[src/rtl/mips_pkg.sv]
// Shared MIPS definitions: word width, default reset vector, primary opcodes, fetch-queue entry.
package mips_pkg;
  localparam int WORD_W = 32;
  localparam logic [WORD_W-1:0] DEFAULT_RESET_PC = 32'h0000_0000;

  localparam logic [5:0] OP_RTYPE = 6'h00;
  localparam logic [5:0] OP_J     = 6'h02;
  localparam logic [5:0] OP_BEQ   = 6'h04;
  localparam logic [5:0] OP_ADDI  = 6'h08;
  localparam logic [5:0] OP_LW    = 6'h23;
  localparam logic [5:0] OP_SW    = 6'h2B;

  typedef struct packed {
    logic [WORD_W-1:0] instr;
    logic [WORD_W-1:0] pcplus4;
  } fetch_entry_t;
endpackage

[src/rtl/fetch_queue.sv]
// In-order DEPTH-entry instruction queue; head read is zero-latency, push visible next cycle.
// No internal backpressure: the owner must never push while full without a simultaneous pop.
module fetch_queue import mips_pkg::*; #(
  parameter int DEPTH = 2,
  parameter int CW    = $clog2(DEPTH + 1)
) (
  input  logic          clk,
  input  logic          reset_n,
  input  logic          flush,
  input  logic          push,
  input  fetch_entry_t  push_entry,
  input  logic          pop,
  output logic [CW-1:0] occ,
  output fetch_entry_t  head
);
  localparam int PW = $clog2(DEPTH);
  localparam logic [PW-1:0] LAST = PW'(DEPTH - 1);
  localparam logic [CW-1:0] FULL = CW'(DEPTH);

  fetch_entry_t  mem [DEPTH];
  logic [PW-1:0] rd_ptr, wr_ptr;
  logic          do_push, do_pop;

  function automatic logic [PW-1:0] bump(input logic [PW-1:0] p);
    return (p == LAST) ? '0 : p + PW'(1);
  endfunction

  assign do_push = push && !flush;
  assign do_pop  = pop && !flush && (occ != '0);
  assign head    = mem[rd_ptr];

  always_ff @(posedge clk or negedge reset_n) begin
    if (!reset_n) begin
      rd_ptr <= '0;
      wr_ptr <= '0;
      occ    <= '0;
    end else if (flush) begin
      rd_ptr <= '0;
      wr_ptr <= '0;
      occ    <= '0;
    end else begin
      if (do_push) wr_ptr <= bump(wr_ptr);
      if (do_pop)  rd_ptr <= bump(rd_ptr);
      if (do_push && !do_pop)      occ <= occ + CW'(1);
      else if (do_pop && !do_push) occ <= occ - CW'(1);
    end
  end

  // Storage needs no reset: occupancy alone decides what is live.
  always_ff @(posedge clk) begin
    if (do_push) mem[wr_ptr] <= push_entry;
  end

  a_no_overflow: assert property (@(posedge clk) disable iff (!reset_n)
    do_push |-> (occ != FULL || do_pop));
endmodule

[src/rtl/instr_fetch_stage.sv]
// MIPS fetch: owns PC, issues imem reads, queues words for decode. Grant N + rvalid N+k -> if_valid N+k+1.
// Requests stop once queued + outstanding reads reach DEPTH; id_ready low holds the head entry.
module instr_fetch_stage import mips_pkg::*; #(
  parameter logic [31:0] RESET_PC = DEFAULT_RESET_PC,
  parameter int          DEPTH    = 2
) (
  input  logic        clk,
  input  logic        reset_n,
  output logic        imem_req,
  output logic [31:0] imem_addr,
  input  logic        imem_gnt,
  input  logic        imem_rvalid,
  input  logic [31:0] imem_rdata,
  input  logic        redirect,
  input  logic [31:0] redirect_pc,
  output logic        if_valid,
  input  logic        id_ready,
  output logic [31:0] if_instr,
  output logic [31:0] if_pcplus4,
  output logic [5:0]  if_op
);
  localparam int CW = $clog2(DEPTH + 1);
  localparam logic [CW:0] LIMIT = (CW + 1)'(DEPTH);

  logic [31:0]   pc, resp_pc, target;
  logic [CW-1:0] occ, outstanding, drop_cnt, out_after;
  logic          grant, keep, pop;
  fetch_entry_t  push_entry, head;

  assign target    = redirect_pc & 32'hFFFF_FFFC;
  // Dropped responses still hold a credit, so the queue always has room for every return.
  assign imem_req  = reset_n && !redirect && (({1'b0, occ} + {1'b0, outstanding}) < LIMIT);
  assign imem_addr = pc & 32'hFFFF_FFFC;
  assign grant     = imem_req && imem_gnt;
  assign keep      = imem_rvalid && !redirect && (drop_cnt == '0);
  assign out_after = outstanding + CW'(grant) - CW'(imem_rvalid);

  assign if_valid   = (occ != '0) && !redirect;
  assign pop        = if_valid && id_ready;
  assign if_instr   = head.instr;
  assign if_pcplus4 = head.pcplus4;
  assign if_op      = head.instr[31:26];

  assign push_entry.instr   = imem_rdata;
  assign push_entry.pcplus4 = resp_pc + 32'd4;

  always_ff @(posedge clk or negedge reset_n) begin
    if (!reset_n) begin
      pc          <= RESET_PC;
      resp_pc     <= RESET_PC;
      outstanding <= '0;
      drop_cnt    <= '0;
    end else if (redirect) begin
      pc          <= target;
      resp_pc     <= target;
      outstanding <= out_after;
      drop_cnt    <= out_after;
    end else begin
      if (grant) pc <= pc + 32'd4;
      outstanding <= out_after;
      if (imem_rvalid && drop_cnt != '0) drop_cnt <= drop_cnt - CW'(1);
      if (keep) resp_pc <= resp_pc + 32'd4;
    end
  end

  fetch_queue #(.DEPTH(DEPTH), .CW(CW)) u_queue (
    .clk        (clk),
    .reset_n    (reset_n),
    .flush      (redirect),
    .push       (keep),
    .push_entry (push_entry),
    .pop        (pop),
    .occ        (occ),
    .head       (head)
  );

  a_rvalid_credit: assert property (@(posedge clk) disable iff (!reset_n)
    imem_rvalid |-> (outstanding != '0));
  a_addr_hold: assert property (@(posedge clk) disable iff (!reset_n)
    (imem_req && !imem_gnt) |=> $stable(imem_addr));
endmodule
[config.mk]
export PLATFORM = sky130hd
export DESIGN_NAME = instr_fetch_stage
export DESIGN_NICKNAME = d
export VERILOG_FILES = /design/src/rtl/mips_pkg.sv /design/src/rtl/fetch_queue.sv /design/src/rtl/instr_fetch_stage.sv
export SDC_FILE = /design/constraint.sdc
export NUM_CORES = 1
export LEC_CHECK = 0
export BUFFER_PORTS_ARGS = -buffer_cell sky130_fd_sc_hd__buf_4
export CORE_MARGIN = 5
export CORE_UTILIZATION = 35
export DETAILED_ROUTE_END_ITERATION = 6
export GPL_TIMING_DRIVEN = 0
export PLACE_DENSITY = 0.56
export REMOVE_ABC_BUFFERS = 1
export SLEW_MARGIN = 20
export SYNTH_ARGS = -nofsm -noshare
export SYNTH_HDL_FRONTEND = slang
export SYNTH_SLANG_ARGS = --single-unit
[constraint.sdc]
create_clock -name clk -period 5.5 [get_ports clk]
set_input_delay 1.1 -clock clk [delete_from_list [all_inputs] [get_ports clk]]
set_output_delay 1.1 -clock clk [all_outputs]
set_load 0.05 [all_outputs]
After elaboration in Yosys (flattened, before gate mapping)
Memory sizes are Yosys's and may differ from the RTL's.
Index checks and enable logic that the tools add are counted.
{"block": "totals", "ff_bits": 72, "ram_bits": 128, "output_inout_bits": 104, "elab_cells": 61, "mem_count": 1}
{"block": "classes", "n_addsub": 10, "order_cmp": 1, "mux": 17, "reduce_logical": 25}
{"name": "u_queue.mem", "depth": 2, "width": 64, "read_ports": 1, "rd_ports_with_merged_regs": 0, "wr": 1, "line": "fetch_queue.sv:20", "source": "fetch_entry_t mem [DEPTH];"}
{"op": "$mux W32", "count": 4}
{"op": "$add A32 B3 Y32 const B", "count": 2}
{"op": "$reduce_bool A2 Y1", "count": 7}
{"op": "$logic_and A1 B1 Y1", "count": 13}
{"op": "$mux W2", "count": 5}
{"op": "$mux W1", "count": 8}
{"op": "$sub A2 B1 Y2 const B", "count": 2}
{"op": "$add A2 B2 Y3", "count": 1}
{"op": "$logic_not A1 Y1", "count": 3}
{"op": "$lt A3 B2 Y1 const B", "count": 1}
{"op": "$reduce_bool A3 Y1", "count": 1}
{"op": "$add A1 B1 Y1 const B", "count": 2}
{"op": "$add A2 B1 Y2", "count": 1}
{"op": "$add A2 B1 Y2 const B", "count": 1}
{"op": "$logic_not A2 Y1", "count": 1}
{"op": "$sub A2 B1 Y2", "count": 1}

Depth between registers and ports, before layout
Gate-level depths: netlist of run 1.
{"block": "logic_depth", "ltp_word": 9, "depth_mapped": 14, "ltp_nobuf": 12}

By module
Synthesis of run 1 repeated with hierarchy kept, for this count alone.
{"block": "hier_totals", "cells_unflattened": 707, "area_unflattened_um2": 9039.9}
{"mod": "fetch_queue", "n_inst": 1, "cells_per_inst": 222, "area_per_inst_um2": 4858.4}
{"mod": "instr_fetch_stage", "n_inst": 1, "cells_per_inst": 485, "area_per_inst_um2": 4181.5}

Worst setup path before layout of run 1
Ideal clock, no wire load.
{"block": "synth_timing", "path_type": "input to register", "from": "input redirect", "to": "memory u_queue.mem[0][10] (netlist name), enable pin", "setup_time_ps": 559, "arrival_time_ps": 5767, "t_required_ps": 4941, "slack_ps": -826, "stages": 3, "path_buffers": 2, "path_cell_list": "clkbuf_1 -> clkbuf_1 -> nor3_1"}
{"block": "synth_between", "elab_chain_cells": 6}
{"element": "start, declared", "line": "instr_fetch_stage.sv:14", "source": "input logic redirect,"}
{"element": "$logic_not A1 Y1 (*)", "line": "fetch_queue.sv:28, instr_fetch_stage.sv:35"}
{"element": "$logic_and A1 B1 Y1 (2 in series)", "line": "instr_fetch_stage.sv:35", "source": "assign keep = imem_rvalid && !redirect && (drop_cnt == '0);"}
{"element": "$logic_and A1 B1 Y1 (*)", "line": "fetch_queue.sv:28", "source": "assign do_push = push && !flush;"}
{"element": "$mux W1 (*)", "line": "fetch_queue.sv:51", "source": "if (do_push) mem[wr_ptr] <= push_entry;"}
{"element": "$mux W1 (not written as such) (*)", "line": "fetch_queue.sv:51"}
{"element": "end, declared", "line": "fetch_queue.sv:20"}
Mark *: on every way between the ends. The rest lies on a longest branch, timed or not.

Final worst setup path of run 1
{"block": "layout_timing", "from": "input reset_n", "to": "output imem_req"}
{"block": "layout_between", "elab_chain_cells": 2}
{"element": "start, declared", "line": "instr_fetch_stage.sv:8", "source": "input logic reset_n,"}
{"element": "$logic_and A1 B1 Y1 (2 in series)", "line": "instr_fetch_stage.sv:32", "source": "assign imem_req = reset_n && !redirect && (({1'b0, occ} + {1'b0, outstanding}) < LIMIT);"}
{"element": "end, declared", "line": "instr_fetch_stage.sv:9", "source": "output logic imem_req,"}
No other way between the ends.

==> results of run 1 <==
-- path summary, 6_finish.rpt --
check                      slack (ns)              to  cells past startpoint
setup / recovery                 1.77        imem_req                      3
hold / removal                   0.53  outstanding[0]                      1
setup reg to reg                 2.20     drop_cnt[1]                     12
hold reg to reg                  0.53  outstanding[0]                      1
max in group asynchronous        4.04  u_queue.rd_ptr                      1
min in group asynchronous        0.79  u_queue.occ[0]                      1
-- power by group through the flow --
stage                     clock network, mW  logic (mW)  registers [mW]
after floorplan                           0       0.645            1.92
after global placement                    0        1.05            1.87
after detailed placement                  0        1.09            1.84
after CTS                              1.32        1.09            1.81
after global routing                   1.39        1.15            1.83
final                                  1.28        1.08            1.81
-- worst reg2reg max path: stages, from the launching register on --
cell and delay (ns):
dfrtp_1 0.41, and2_1 0.18, fa_1 0.48, nor4b_4 0.48
and2_1 0.42, inv_2 0.21, ha_1 0.32, inv_1 0.04
ha_1 0.18, xnor2_1 0.17, xnor2_1 0.16, nand2_1 0.07
o21ai_0 0.10
-- metal layers --
layer / GRT usage, % / vias up / routed length (microns)
li1: - / 2787 / -
met1: 19.90 / 2823 / 9647
met2: 22.46 / 144 / 9399
met3: 2.732 / 21 / 952
met4: 4.940 / 0 / 312
met5: 0 / - / 0
-- Yosys cell counts (4+ instances only) --
cell / count
clkbuf_1: 17
xor2_1: 30
nand3_1: 32
nand2_1: 56
buf_4: 12
nand2b_1: 7
xnor2_1: 42
nor2_1: 30
edfxtp_1: 124
o311ai_1: 4
o211ai_1: 15
and4_1: 7
dfrtp_1: 68
a21boi_1: 9
o21ai_1: 9
ha_1: 5
nand4_2: 4
nand4_1: 17
nor3_1: 10
and3_1: 13
and2_1: 8
mux2_2: 70
a21oi_1: 4
o21ai_0: 21
buf_2: 4
o311ai_0: 5
buf_1: 5
inv_1: 12
-- logic make-up (layout without fill, tap and decap cells) --
kind of cell | count (synthesis) | count (layout)
AND/OR/NAND/NOR | 204 | 204
XOR/XNOR | 72 | 72
buffers and inverters | 52 | 224
other | 1 | 4
multiplexers | 70 | 70
adder cells (fa/ha/maj) | 6 | 6
flip-flops | 192 | 192
AO/OA/AOI/OAI | 78 | 78
-- layout make-up --
cell class / count / area (sq um) / share of cell area (%)
sequential: 192 / 5429 / 49.12
multi-input combinational: 434 / 3171 / 28.68
timing repair buffer: 178 / 1380 / 12.49
clock buffer: 17 / 425.4 / 3.849
tap: 330 / 412.9 / 3.736
clock inverter: 15 / 182.7 / 1.653
inverter: 14 / 52.55 / 0.4754
-- stage by stage --
step	power [mW]	cell area [sq um]	setup slack, ns
final	4.169	11050	1.773
after global routing	4.364	11050	1.526
after CTS	4.222	11050	1.690
after detailed placement	2.929	10450	1.293
after global placement	2.917	10300	-3.830
after floorplan	2.560	8632	-0.5998
-- flip-flops by register name, indices dropped and copies added (netlist names) --
name and cells:
u_queue.mem 124, pc 30, resp_pc 30, drop_cnt 2, outstanding 2, u_queue.occ 2, u_queue.rd_ptr 1, u_queue.wr_ptr 1
==> run_results.csv, run 1 <==
group,metric,value,unit
setup_path,crit_buf_inv,2,
timing,timing.hold.ws,0.5334,ns
timing,min_period_over_period,67.76,%
floorplanning,dieArea,0.02845,sq mm
yosys,synthFlopType,"edfxtp_1",
pwr,netSwitchingFraction,32.95,%
timing,max_slew.worst_pin.slew,0.9066,ns
pwr,p_sw,1.374,mW
route,finalWirelength,20.31,mm
clock_network,clock_latency,0.43,ns
setup_path,cpLargestDelayFamily,"buffers and inverters",
clock_network,htree_num_levels,4,
grt,grt_pass1_wl,32.27,mm
pwr,p_int,2.795,mW
yosys,synth_top_area_share,42.25,%
pwr,p_per_area,377.2,mW/mm^2
clock_network,clk_pin_slew_worst_paths,0.07,ns
timing,slew-limit-headroom,39.56,%
route,viasPerCell,4.894,
setup_path,crit_fanout,69,
pwr,p_comb_share,25.8,%
place,io_buffers,167,
pwr,leakagePower,4.184,nW
yosys,synth_xor_area_share,7.155,%
yosys,netlist_area,0.008813,sq mm
setup_path,startpoint,"reset_n",
timing,setup_tns,0,ns
setup_path,crit_type,"in2out",
setup_path,slowest_stage,"buf_4",
grt,grt_overflow,0,
floorplanning,core_area,0.02496,sq mm
timing,hold_viol,0,
clock_network,post_cts_resized,0,
place,post-dp-hpwl,14.53,mm
timing,fmax,268.3,MHz
route,drc,0,
grt,grtUsageTotal,14.28,%
status,run_status,"finished, final reports clean",
final_layout,final_nets,913,
pwr,pwr-share-seq,43.4,%
final_layout,stdcell_count,1180,
clock_network,cts_buffers,17,
yosys,yosys.cell_types.count,53,
pwr,ir_drop,0.1462,mV
setup_path,crit_required,4.40,ns
clock_network,cts_max_path_buffers,2,
final_layout,n_antenna_cell,0,
clock_network,cts_tree,"built",
yosys,synth_compound_area_share,5.863,%
clock_network,clock_sinks,192,
floorplanning,fp-row-count,58,
final_layout,drive_gt1_share,35.29,%
final_layout,area_delta_synth_final,25.41,%
clock_network,postCtsHoldBufs,0,
yosys,async_flop_share,35.42,%
grt,grt_max_degree,70,
yosys,avgSynthCellArea,13.06,sq um
route,post_drt_wl_per_cell,17.21,microns
yosys,synth-simple-area-share,12.72,%
floorplanning,io_pins,174,
route,antenna_left,0,
setup_path,cp_common_cell,"buf_4",
clock_network,post_cts_buffers,0,
route,via_count,5775,
yosys,synthAdderAreaFrac,0.9370,%
yosys,ys_seq_area_share,61.56,%
final_layout,final_common_cell,"buf_4",
setup_path,worst_setup_path_start_kind,"input port",
yosys,synth_top_family_by_area,"simple AND/OR/NAND/NOR gates",
final_layout,final_cell_mix,"buf_4 (173), edfxtp_1 (124), mux2_2 (70), dfrtp_1 (67), nand2_1 (56)",
yosys,synth.largest_area_cell,"edfxtp_1",
min_path,hold_start,"outstanding[0]",
route,drtIter0Drc,251,
timing,setup_viol,0,
yosys,synthCells,675,
run,max-cap-violations,0,
floorplanning,start_util,35.30,%
yosys,synth_edf_count,124,
timing,min_period,3.727,ns
yosys,yosys-mux-area-fraction,8.944,%
floorplanning,die_y,168.7,microns
setup_path,worstPathArrival,2.63,ns
timing,grt_setup_unrepaired,"no",
yosys,synthTopCellsByArea,"edfxtp_1 (42%), dfrtp_1 (19%), mux2_2 (8.9%)",
place,dp_cells,1148,
yosys,ys_ff_latch,192,
floorplanning,die_w,168.7,microns
place,gp_congestion,0.7839,
route,dr.pass1.iters,4,
grt,grt_antenna_before_repair,0,
yosys,ys_warn_count,0,
pwr,clock_power_share,30.8,%
timing,slew_violations,0,
min_path,hold_path.class,"reg2reg",
setup_path,reg2reg_from,"u_queue.occ[0]",
grt,grt_pass1_vias,5865,
final_layout,n_fill_cell,2355,
setup_path,crit_chain,"buf_4 -> nor4b_4 -> buf_4",
clock_network,root_buffer,"clkbuf_16",
setup_path,critical_path.endpoint_type,"output port",
setup_path,cp_slowest_stage_delay,0.67,ns
timing,fin_skew,0.01480,ns
final_layout,fin_util,44.28,%
No activity file was read; power rests on OpenSTA's default activity.
==> inputs of run 2 (changes only) <==
==> constraint.sdc (replaced) <==
create_clock -name clk -period 3.28 [get_ports clk]
set_input_delay 0.656 -clock clk [delete_from_list [all_inputs] [get_ports clk]]
set_output_delay 0.656 -clock clk [all_outputs]
set_load 0.05 [all_outputs]
==> run 2 against run 1 <==
First-iteration DRC count rose by 8.0%. Via count rose by 0.10%. Core utilization rose by 0.080 points. Combinational power rose by 68%. Clock skew rose by 0.00053 ns. Sequential power rose by 67%. Worst setup slack got worse by 1.5 ns. Sequential cell count did not move. Critical path type is now reg2reg.
==> run_results.csv, run 2 (synthesized netlist as in run 1, its figures left out) <==
group,metric,value,unit
status,run_status,"finished, final reports clean",
timing,setup_viol,0,
min_path,hold_path.class,"in2async",
pwr,p_total,6.993,mW
timing,max_slew.worst_pin.slew,0.7247,ns
floorplanning,die_y,168.7,microns
final_layout,multiInputGateArea,0.003172,sq mm
floorplanning,die_w,168.7,microns
final_layout,final_cell_mix,"buf_4 (174), edfxtp_1 (124), mux2_2 (70), dfrtp_1 (67), nand2_1 (56)",
grt,grt_antenna_before_repair,0,
route,dr.pass1.iters,4,
final_layout,stdcell_count,1182,
final_layout,fin_util,44.36,%
grt,grt_pass1_wl,32.27,mm
final_layout,final_common_cell,"buf_4",
timing,timing.hold.ws,0.2159,ns
final_layout,n_fill_cell,2353,
setup_path,cpLargestDelayFamily,"adder cells",
clock_network,cts_tree,"built",
timing,grt_setup_unrepaired,"no",
timing,slew_violations,0,
clock_network,cts_buffers,17,
timing,hold_viol,0,
clock_network,clock_sinks,192,
route,drc,0,
timing,fmax,335.3,MHz
pwr,p_sw,2.301,mW
route,viasPerCell,4.891,
timing,setup_tns,0,ns
setup_path,worst_setup_path_start_kind,"flop",
clock_network,clk_pin_slew_worst_paths,0.07,ns
setup_path,reg2reg_from,"u_queue.occ[0]",
setup_path,worstPathArrival,3.33,ns
setup_path,cp_slowest_stage_delay,0.48,ns
setup_path,crit_chain,"and2_1 -> fa_1 -> nor4b_4 -> and2_2 -> inv_2 -> ha_1 -> inv_1 -> ha_1 -> xnor2_1 -> xnor2_1 -> nand2_1 -> o21ai_0",
place,gp_congestion,0.7839,
route,post_drt_wl_per_cell,17.17,microns
grt,grt_max_degree,70,
timing,min_period_over_period,90.93,%
pwr,p_int,4.692,mW
final_layout,n_antenna_cell,0,
final_layout,area_delta_synth_final,25.64,%
clock_network,htree_num_levels,4,
route,drtIter0Drc,271,
setup_path,crit_fanout,13,
timing,slew-limit-headroom,51.42,%
floorplanning,dieArea,0.02845,sq mm
run,max-cap-violations,0,
grt,grtUsageTotal,14.28,%
route,via_count,5781,
clock_network,cts_max_path_buffers,2,
pwr,netSwitchingFraction,32.90,%
pwr,p_per_area,631.5,mW/mm^2
route,antenna_left,0,
timing,min_period,2.982,ns
floorplanning,fp-row-count,58,
setup_path,crit_buf_inv,2,
setup_path,slowest_stage,"fa_1",
final_layout,largest_reg_flops,124,
final_layout,seq_area,0.005429,sq mm
clock_network,clock_latency,0.43,ns
final_layout,drive_gt1_share,35.56,%
route,finalWirelength,20.30,mm
final_layout,reg_top3,"u_queue.mem (124), pc (30), resp_pc (30)",
grt,grt_overflow,0,
place,post-dp-hpwl,14.53,mm
place,dp_cells,1148,
pwr,pwr-share-seq,43.4,%
setup_path,crit_required,3.63,ns
floorplanning,core_area,0.02496,sq mm
final_layout,regMostFlops,"u_queue.mem",
pwr,leakagePower,4.197,nW
grt,grt_pass1_vias,5865,
setup_path,crit_type,"reg2reg",
pwr,clock_power_share,30.7,%
pwr,p_comb_share,25.9,%
pwr,ir_drop,0.2438,mV
floorplanning,io_pins,174,
setup_path,r2r_slack,0.30,ns
setup_path,ff2ff_path_depth,12,
clock_network,root_buffer,"clkbuf_16",
floorplanning,start_util,35.30,%
place,io_buffers,167,
setup_path,critical_path.endpoint_type,"flop",
final_layout,final_nets,915,
setup_path,r2r-end,"drop_cnt[1]",
timing,fin_skew,0.01532,ns
==> run 2: worst max-delay path by stage <==
stage / from / endpoint / slack [ns] / cells after the start
finish: u_queue.occ[0] / drop_cnt[1] / 0.30 / 12
global route: u_queue.occ[0] / drop_cnt[1] / 0.07 / 12
CTS: u_queue.occ[0] / drop_cnt[1] / 0.08 / 12
detailed placement: reset_n / drop_cnt[1] / -0.48 / 11
global placement: imem_rvalid / u_queue.mem[0][53] / -5.61 / 3
floorplan: imem_rvalid / u_queue.mem[0][10] / -2.38 / 2
==> run 2: stage by stage <==
step / worst slack (ns) / area [sq um]
after floorplan: -2.376 / 8632
after global placement: -5.606 / 10300
after detailed placement: -0.4835 / 10450
after CTS: 0.07503 / 11050
after global routing: 0.06594 / 11070
final: 0.2976 / 11070
==> run 2: cell type report <==
type | count | share of cell area, %
Clock inverter | 15 | 1.650
Clock buffer | 17 | 3.842
Sequential cell | 192 | 49.03
Inverter | 14 | 0.4746
Tap cell | 330 | 3.729
Timing Repair Buffer | 180 | 12.63
Multi-Input combinational cell | 434 | 28.64
==> run 2: layer usage <==
metal / track usage, % / wire length (microns) / up-vias / part of all wire (%)
met5: 0 / 0 / - / 0
met3: 2.732 / 902 / 18 / 4.4
met4: 4.940 / 302 / 0 / 1.5
met1: 19.90 / 9652 / 2831 / 48
met2: 22.46 / 9437 / 141 / 46
li1: - / - / 2791 / -
==> run 2: timing repair <==
| action | 4_1_cts | 5_1_grt |
|---|---|---|
| buffers inserted | 0 | 2 |
| gates resized for setup | 1 | 1 |
| hold buffers | 0 | 0 |
| pin swaps | 0 | 1 |
| endpoints found under the setup margin | 1 | 1 |
==> run 2: power groups by stage <==
stage | Combinational, mW | Sequential, mW | Clock, mW
2_1_floorplan | 1.08 | 3.21 | 0
3_3_place_gp | 1.76 | 3.13 | 0
3_5_place_dp | 1.83 | 3.08 | 0
4_1_cts | 1.83 | 3.04 | 2.21
5_1_grt | 1.93 | 3.07 | 2.33
6_report | 1.81 | 3.03 | 2.15
==> inputs of run 3 (changes only) <==
--- a/config.mk
+++ b/config.mk
@@ -5,12 +5,13 @@
 export SDC_FILE = /design/constraint.sdc
 export NUM_CORES = 1
 export LEC_CHECK = 0
+export ABC_AREA = 1
 export BUFFER_PORTS_ARGS = -buffer_cell sky130_fd_sc_hd__buf_4
 export CORE_MARGIN = 5
 export CORE_UTILIZATION = 35
 export DETAILED_ROUTE_END_ITERATION = 6
 export GPL_TIMING_DRIVEN = 0
-export PLACE_DENSITY = 0.56
+export PLACE_DENSITY = 0.55
 export REMOVE_ABC_BUFFERS = 1
 export SLEW_MARGIN = 20
 export SYNTH_ARGS = -nofsm -noshare
==> run 3 against run 2 <==
Via count increased by 22%. Register-to-register slack improved by 0.28 ns. Clock-buffer cell count is 6 higher. Highest routed layer unchanged.
==> run_results.csv, run 3 <==
group,metric,value,unit
yosys,ys_seq_area_share,57.45,%
yosys,synthCells,974,
status,run_status,"finished, final reports clean",
grt,grt_antenna_before_repair,0,
floorplanning,core_area,0.02673,sq mm
timing,setup_viol,0,
route,drc,0,
final_layout,drive_gt1_share,25.41,%
place,gp_congestion,0.8532,
pwr,p_total,8.030,mW
route,viasPerCell,4.738,
floorplanning,dieArea,0.03037,sq mm
setup_path,crit_fanout,69,
final_layout,final_cell_mix,"nand2_1 (285), buf_4 (167), edfxtp_1 (124), inv_1 (115), nor2_1 (75)",
yosys,async_flop_share,35.42,%
setup_path,worst_setup_path_start_kind,"input port",
clock_network,post_cts_resized,0,
clock_network,cts_buffers,17,
run,max-cap-violations,0,
floorplanning,die_y,174.3,microns
place,io_buffers,167,
route,antenna_left,0,
clock_network,cts_tree,"built",
final_layout,largest_reg_flops,124,
route,finalWirelength,23.96,mm
clock_network,htree_num_levels,4,
clock_network,clk_pin_slew_worst_paths,0.08,ns
yosys,yosys.cell_types.count,38,
final_layout,reg_top3,"u_queue.mem (124), pc (30), resp_pc (30)",
yosys,ys_warn_count,0,
timing,slew_violations,0,
yosys,yosys-mux-area-fraction,7.393,%
floorplanning,die_w,174.3,microns
grt,grtUsageTotal,15.81,%
yosys,synthFlopType,"edfxtp_1",
clock_network,clock_sinks,192,
floorplanning,fp-row-count,60,
final_layout,n_fill_cell,2644,
yosys,avgSynthCellArea,9.696,sq um
setup_path,crit_required,3.59,ns
timing,max_slew.worst_pin.slew,0.9688,ns
grt,grt_max_degree,70,
route,via_count,7060,
timing,fin_skew,0.01561,ns
timing,min_period,2.852,ns
final_layout,regMostFlops,"u_queue.mem",
setup_path,ff2ff_path_depth,10,
pwr,ir_drop,0.2952,mV
clock_network,post_cts_buffers,0,
grt,grt_pass1_vias,7068,
timing,slew-limit-headroom,35.42,%
final_layout,n_antenna_cell,0,
timing,grt_setup_unrepaired,"no",
yosys,yosysMostFrequentCell,"nand2_1",
floorplanning,io_pins,174,
route,drtIter0Drc,309,
setup_path,critical_path.endpoint_type,"flop",
yosys,synthAdderAreaFrac,0.8744,%
yosys,synth_compound_area_share,3.683,%
yosys,synth_top_area_share,39.43,%
route,post_drt_wl_per_cell,16.08,microns
place,post-dp-hpwl,17.48,mm
setup_path,crit_type,"in2reg",
yosys,synth.largest_area_cell,"edfxtp_1",
clock_network,root_buffer,"clkbuf_16",
yosys,synth-simple-area-share,21.97,%
yosys,synth_top_family_by_area,"simple AND/OR/NAND/NOR gates",
pwr,p_per_area,689.7,mW/mm^2
yosys,ys_ff_latch,192,
clock_network,clock_latency,0.43,ns
timing,hold_viol,0,
clock_network,postCtsHoldBufs,0,
min_path,hold_path.class,"in2async",
yosys,netlist_area,0.009444,sq mm
yosys,synthTopCellsByArea,"edfxtp_1 (39%), dfrtp_1 (18%), nand2_1 (11%)",
timing,fin_ws,0.4285,ns
final_layout,area_delta_synth_final,23.28,%
setup_path,worstPathArrival,3.16,ns
yosys,synth_edf_count,124,
final_layout,final_nets,1212,
grt,grt_overflow,0,
timing,min_period_over_period,86.94,%
pwr,leakagePower,4.981,nW
yosys,synth_commonest_cells,"nand2_1 (285), edfxtp_1 (124), inv_1 (115)",
route,dr.pass1.iters,5,
yosys,synth_xor_area_share,1.934,%
timing,fmax,350.7,MHz
grt,grt_pass1_wl,38.01,mm
final_layout,final_common_cell,"nand2_1",
floorplanning,start_util,35.34,%
clock_network,cts_max_path_buffers,2,
place,place_ws,-0.09373,ns
run 3: cell types whose count changed after synthesis, moves of 9 or more:
| cell | previous run | this run |
|---|---|---|
| nand3_1 | 32 | 66 |
| inv_1 | 12 | 115 |
| nor2_1 | 30 | 77 |
| a21boi_1 | 9 | 0 |
| xnor2_1 | 42 | 6 |
| xor2_1 | 30 | 13 |
| o21ai_0 | 21 | 42 |
| and3_1 | 13 | 0 |
| buf_2 | 4 | 14 |
| nand2_1 | 56 | 285 |
| clkbuf_1 | 17 | 4 |
run 3: report_power, final:
part	leakage, nW	switching (mW)	internal (mW)
combinational	2.75	1.88	0.908
clock	0.285	0.949	1.09
sequential	1.95	0.298	2.91
total	4.98	3.12	4.91
run 3: worst max-delay path, cell delays in order:
cell      delay [ns]
buf_4           0.69
inv_1           0.09
nor2_1          0.18
nand3_2         0.24
nand2_1         0.67
inv_2           0.25
nand2_1         0.11
nand2_1         0.05
o21bai_1        0.15
run 3: per-stage QoR:
step                setup TNS, ns  instances  instance area (sq um)  utilization [%]  hold WS, ns
floorplan                 -112.99        945                   9273                -       0.3604
global placement          -446.94       1453                  10950            40.98       0.5320
detailed placement        -0.1619       1458                  11070            41.43       0.5343
CTS                             0       1490                  11640            43.56       0.3915
global route                    0       1490                  11640            43.56       0.3872
finish                          0       1490                  11640            43.56       0.3433
run 3: routing by layer:
metal / wire length, microns / vias to the layer above / track usage, %
li1: - / 3525 / -
met1: 11150 / 3306 / 21.68
met2: 10800 / 198 / 24.84
met3: 1401 / 31 / 3.632
met4: 614 / 0 / 5.246
met5: 0 / - / 0
run 3: path summary, 6_finish.rpt:
kind                       slack (ns)            endpoint            from
hold reg to reg                  0.55      outstanding[0]  outstanding[0]
max in group asynchronous        2.18      u_queue.rd_ptr         reset_n
setup reg to reg                 0.58               pc[9]  u_queue.occ[0]
min in group clk                 0.41  u_queue.mem[0][62]  imem_rdata[30]
setup / recovery                 0.43               pc[9]         reset_n
hold / removal                   0.34              pc[30]         reset_n
run 3: kinds of logic (layout without fill, tap and decap cells):
group           Yosys count  count (layout)
buf+inv                 151             323
other cells               1               4
simple gates            480             480
flops                   192             192
mux                      62              62
compound gates           62              62
xor+xnor                 20              20
fa+ha+maj                 6               6
run 3: area by class of cell:
class / count / area [sq um] / share of cell area, %
timing repair buffer: 172 / 1354 / 11.63
multi-input combinational: 634 / 3416 / 29.34
sequential: 192 / 5429 / 46.63
clock buffer: 23 / 499.2 / 4.288
clock inverter: 9 / 71.32 / 0.6126
inverter: 119 / 446.7 / 3.837
tap: 341 / 426.7 / 3.665
